`config.mk`:
```
export PLATFORM = sky130hd
export DESIGN_NAME = if_stage_pipe
export DESIGN_NICKNAME = d
export VERILOG_FILES = /design/src/rtl/if_stage_pipe.sv
export SDC_FILE = /design/constraint.sdc
export NUM_CORES = 1
export LEC_CHECK = 0
export CAP_MARGIN = 20
export CELL_PAD_IN_SITES_DETAIL_PLACEMENT = 1
export CELL_PAD_IN_SITES_GLOBAL_PLACEMENT = 1
export CORE_UTILIZATION = 32
export CTS_CLUSTER_SIZE = 20
export DETAILED_ROUTE_END_ITERATION = 6
export GPL_ROUTABILITY_DRIVEN = 1
export PLACE_DENSITY = 0.84
export SYNTH_ARGS = -nofsm -noshare
export SYNTH_HDL_FRONTEND = slang
export SYNTH_SLANG_ARGS = --single-unit
```
`constraint.sdc`:
```
create_clock -name clock -period 4.1 [get_ports clock]
set_input_delay 0.82 -clock clock [delete_from_list [all_inputs] [get_ports clock]]
set_output_delay 0.82 -clock clock [all_outputs]
set_load 0.1 [all_outputs]
```
`src/rtl/if_stage_pipe.sv`:
```
// Instruction-fetch stage with integrated IF/ID register for the pipelined MIPS-DLX core.
// Drives a synchronous-read instruction memory so imem_rdata always lines up with pc_q.
module if_stage_pipe #(
  parameter int unsigned       ADDR_W     = 10,
  parameter int unsigned       DATA_W     = 32,
  parameter logic [ADDR_W-1:0] RESET_ADDR = '0,
  parameter logic [DATA_W-1:0] NOP_WORD   = '0
) (
  input  logic              clock,
  input  logic              reset,
  input  logic              stall,
  input  logic              flush,
  input  logic              redirect,
  input  logic [ADDR_W-1:0] redirect_addr,
  output logic [ADDR_W-1:0] imem_addr,
  input  logic [DATA_W-1:0] imem_rdata,
  output logic [DATA_W-1:0] id_instr,
  output logic [ADDR_W-1:0] id_pc,
  output logic [ADDR_W-1:0] id_pc_plus_1,
  output logic              id_valid
);

  localparam logic [ADDR_W-1:0] ONE = ADDR_W'(1);

  logic [ADDR_W-1:0] pc_q, pc_d, pc_inc;
  logic              fetch_valid_q, fetch_valid_d;
  logic [DATA_W-1:0] id_instr_q, id_instr_d;
  logic [ADDR_W-1:0] id_pc_q, id_pc_d;
  logic [ADDR_W-1:0] id_pc_plus_1_q, id_pc_plus_1_d;
  logic              id_valid_q, id_valid_d;

  assign pc_inc = pc_q + ONE;

  // Redirect beats stall; PC waits at RESET_ADDR until the first fetch is issued.
  always_comb begin
    pc_d          = pc_q;
    fetch_valid_d = 1'b1;
    if (redirect) begin
      pc_d = redirect_addr;
    end else if (stall || !fetch_valid_q) begin
      pc_d = pc_q;
    end else begin
      pc_d = pc_inc;
    end
  end

  // The memory latches the next PC, so its data is valid alongside pc_q.
  assign imem_addr = reset ? RESET_ADDR : pc_d;

  always_comb begin
    id_instr_d     = id_instr_q;
    id_pc_d        = id_pc_q;
    id_pc_plus_1_d = id_pc_plus_1_q;
    id_valid_d     = id_valid_q;
    if (redirect || flush) begin
      id_instr_d = NOP_WORD;
      id_valid_d = 1'b0;
    end else if (!stall) begin
      id_instr_d     = imem_rdata;
      id_pc_d        = pc_q;
      id_pc_plus_1_d = pc_inc;
      id_valid_d     = fetch_valid_q;
    end
  end

  always_ff @(posedge clock or posedge reset) begin
    if (reset) begin
      pc_q           <= RESET_ADDR;
      fetch_valid_q  <= 1'b0;
      id_instr_q     <= NOP_WORD;
      id_pc_q        <= RESET_ADDR;
      id_pc_plus_1_q <= RESET_ADDR + ONE;
      id_valid_q     <= 1'b0;
    end else begin
      pc_q           <= pc_d;
      fetch_valid_q  <= fetch_valid_d;
      id_instr_q     <= id_instr_d;
      id_pc_q        <= id_pc_d;
      id_pc_plus_1_q <= id_pc_plus_1_d;
      id_valid_q     <= id_valid_d;
    end
  end

  assign id_instr     = id_instr_q;
  assign id_pc        = id_pc_q;
  assign id_pc_plus_1 = id_pc_plus_1_q;
  assign id_valid     = id_valid_q;

endmodule

```
# Word-level counts from Yosys, hierarchy flattened
# Index checks and enable logic that the tools add are counted.
[totals]
ff_bits = 64
input_bits = 47
wordCells = 21
[classes]
add_sub_neg = 1
eq_ne = 1
mux = 7
bitwise_logic = 2
n_reduce_logical = 4
[ops]
columns = ["cell", "count"]
rows = [
  ["$mux W32", 2],
  ["$mux W10", 3],
  ["$add A10 B1 Y10 const B", 1],
  ["$logic_or A1 B1 Y1", 2],
  ["$mux W1", 2],
  ["$ne A2 B1 Y1 const B", 1],
  ["$not A1 Y1", 2],
  ["$reduce_and A2 Y1", 1],
  ["$logic_not A1 Y1", 1],
]

# Logic depth before layout (Yosys ltp)
[logic_depth]
word_depth = 5
depth_mapped = 5
mapped_depth_nobuf = 5

# Worst setup path after synthesis
# No wires, ideal clock.
[synth_timing]
path_kind = "input to output"
start = "input stall"
end = "output imem_addr[8]"
arrival_time_ns = 3.694
slack_ns = -0.414
stages = 5
n_path_buf = 1
cell_sequence = "nand2b_4 > buf_4 > nor4_1 > nor3_1 > a211oi_1"
[synth_via]
elab_chain_len = 4
[synth_rtl]
columns = ["element", "line_no", "text"]
rows = [
  ["start, declared", "11", "input logic stall,"],
  ["$logic_or A1 B1 Y1", "40", "end else if (stall || !fetch_valid_q) begin"],
  ["$mux W10", "40", ""],
  ["$mux W10", "38", "if (redirect) begin"],
  ["$mux W10", "48", "assign imem_addr = reset ? RESET_ADDR : pc_d;"],
  ["end, declared", "15", "output logic [ADDR_W-1:0] imem_addr,"],
]
# Every way passes these cells.

# Worst setup path in the final report
[layout_timing]
start = "input stall"
end = "output imem_addr[9]"
# The elaborated chain is that of the path after synthesis.

==> results by group <==
Status
  • Status: completed

Global routing
  • Total congestion overflow: 0
  • Vias in the first global route: ~2300
  • Tot GR Track Use: 18.6%
  • First-pass GRT wire length: 12200 um
  • Initial antenna violation count: 0
  • Largest net degree at the start of global routing: 33

STA
  • Fmax: a little under 300 MHz
  • Fin. max-slew vios: 0
  • Final hold violations: 0
  • Final min period: approximately 3.4 ns
  • Worst-margin pin slew: a little under 1 ns
  • Final Hold Slack: roughly 0.48 ns
  • Clk_skew: 0.00805 ns
  • Final period util: about 84%
  • Final Setup Violations: 0
  • Final worst slack: ~0.65 ns
  • Worst rel slew slack: between 30% and 40%
  • RSZ-0062 raised after global routing: false
  • Sum Neg Setup Slack: 0 ns

Route
  • Highest metal layer with signal wires: met4
  • Vias: ~2200
  • Routed wl met3: 366 um
  • DRT iter0 DRCs: about 130
  • Post-route antenna net violation count: 0
  • # DRC: 0
  • DRT Pass-1 Iters: 4
  • Met1 WL: around 3400 um
  • Drt total wl: between 7000 and 8000 um
  • Routed length on met2: about 3800 um
  • Vias per cell: about 4.8
  • DR WL/cell: 16.5 um

Setup path
  • Critical Path Source Type: primary input
  • Crit end category: output pin
  • Max Fanout on Critical Path: 14
  • Setup CP Type: in -> out
  • CP arrival: between 2 and 3 ns
  • Reg-to-reg critical path startpoint: pc_q[0]
  • R2r setup slk: ~2.3 ns
  • Worst path required time: 3.28 ns
  • Worst R2R Path Depth: 5
  • R2R Path End: pc_q[8]

Synth
  • Largest family of logic cells by synthesized area: compound AO/OA/AOI/OAI gates
  • Compound-gate portion of the synthesized area: about 16%
  • Yosys top cell by area: dfrtp_1
  • Synth cell count leaders: 63 x dfrtp_1, 44 x nand2_1, 32 x a22o_1
  • Dominant cells by area after synthesis: dfrtp_1 58%, a22o_1 10%, nand2_1 6.1%
  • Synth Area in Simple Gates: 15.4%
  • Sequential share of the synthesized area: 59.1%
  • EDFF count, synth: 0
  • Synth top area share: 58.1%
  • Post-Synth Adder-Cell Area: less than 1%
  • Post-synthesis cell type count: 40
  • Synth warnings: 0
  • Avg Inst Size Synth: between 10 and 15 um^2
  • Mapped Cells: between 200 and 250
  • #FFs+latches synth: 64
  • Post-Syn Area: ~2700 um^2
  • Mux cell area share after synthesis: around 1.2%
  • Xor/xnor share of the synthesized area: approximately 4.2%
  • Top-count cell post-synth: dfrtp_1
  • Asr flop ratio synth: 100%
  • Syn_nets: 292
  • Primary FF master, synth: dfrtp_1

Floorplanning
  • Core box area: about 8200 um^2
  • Die footprint: roughly 8800 um^2
  • Rows: 33
  • Total I/O pin count: 110
  • Die width: about 94 um
  • Die Ht: between 90 and 100 um
  • Starting Density: between 30% and 40%

Min path
  • Hold path depth: 2
  • Hold Startpoint: id_pc[9]
  • Hold Crit Class: reg -> reg
  • Worst hold endpoint: id_pc[9]

Cells and area
  • Fill count: 860
  • Reg area: about 1600 um^2
  • P&R area growth vs syn: 57.7%
  • Layout Nets: ~400
  • Share of cells above drive strength 1: 13.6%
  • Multi-input logic area: 1060 um^2
  • Antenna cells: 0
  • Core Util, Final: between 50% and 60%

Clocking
  • Cts bufs inserted: 9
  • Root cell of the clock tree: clkbuf_8
  • Clock net sink count: 64
  • Setup Fix Bufs, Post-CTS: 0
  • Clock slew at reported path FFs: ~0.07 ns
  • Number of gates resized after cts: 0
  • Clk buf depth: 2
  • CTS tree: yes
  • Hold_buf cts: 0
  • CTS H-tree lvls: 3
  • Clock Latency Late Sink: approximately 0.35 ns

Flow run
  • Maxcap violations: 0

Pwr
  • Overall power: approximately 0.0021 W
  • Worst VDD drop: approximately 0.2 mV
  • Pwr/cell area: about 490 nW/um^2
  • Pleak: 1.85 nW

Place
  • GPL Wtd Cong: approximately 0.76
  • Pre-CTS worst setup slack: around 0.7 ns
  • Port Buffer Count: roughly 110
  • Detailed placement HPWL: ~5700 um
==> through the flow <==
stage | cell area, um^2 | std cells
after floorplan | 2740 | 244
after global placement | 4050 | 449
after detailed placement | 4050 | 449
after CTS | 4280 | 465
after global routing | 4280 | 465
final | 4280 | 465
==> worst max path at each step <==
stage	startpoint	end	depth (start not counted)	slack [ns]
finish	stall	imem_addr[9]	6	0.65
global route	stall	imem_addr[9]	6	0.57
CTS	stall	imem_addr[9]	6	0.67
detailed placement	stall	imem_addr[9]	6	0.69
global placement	stall	imem_addr[9]	6	0.75
floorplan	reset	imem_addr[9]	3	0.11
==> critical path: stages <==
cell	delay [ns]
clkdlybuf4s50_1	0.53
nand2b_4	0.29
nor4_2	0.32
xor2_1	0.27
o21a_1	0.20
buf_12	0.18
==> registers in the layout, summed over array words and instances, names as in the netlist <==
name and count:
pc_q 10, fetch_valid_q 1, id_instr 32, id_pc_plus_1 10
id_pc 10, id_valid 1
==> placed cells by master, fill, tap and decap left out, types with 5 or more instances in the layout <==
cell | synthesis | routed
nor2_1 | 11 | 11
dfrtp_1 | 63 | 63
clkbuf_8 | 0 | 9
nor3_1 | 7 | 5
xnor2_1 | 8 | 8
buf_4 | 2 | 6
nand2_1 | 44 | 44
clkdlybuf4s50_1 | 0 | 99
xor2_1 | 5 | 5
a22o_1 | 32 | 32
o21ai_0 | 12 | 12
buf_12 | 0 | 10
==> layer usage <==
| layer | global-route usage, % | vias to the layer above |
|---|---|---|
| met5 | 0 | - |
| met4 | 8.85 | 0 |
| met3 | 3.88 | 11 |
| met2 | 29.0 | 61 |
| met1 | 24.7 | 1082 |
| li1 | - | 1078 |
==> layout make-up <==
type / instances / share of cell area (%)
clock buffer: 9 / 2.90
tap: 105 / 3.07
multi-input combinational: 160 / 24.8
inverter: 5 / 0.439
sequential: 64 / 37.5
timing repair buffer: 115 / 28.9
clock inverter: 7 / 2.40
==> power by group <==
part	internal, W	switching [W]	leakage, nW
combinational	0.000203	0.000552	0.915
clock	0.000348	0.000268	0.110
sequential	0.000692	0.0000505	0.825
total	0.00124	0.000871	1.85
==> logic make-up after synthesis <==
logic type,after synthesis
DFF,64
and+or+nand+nor,83
other,1
muxes,3
buffers and inverters,20
xor gates and xnor gates,13
AOI/OAI and AO/OA,59
adders and majority gates,1
Note: power is estimated with default switching activity, not from simulation.
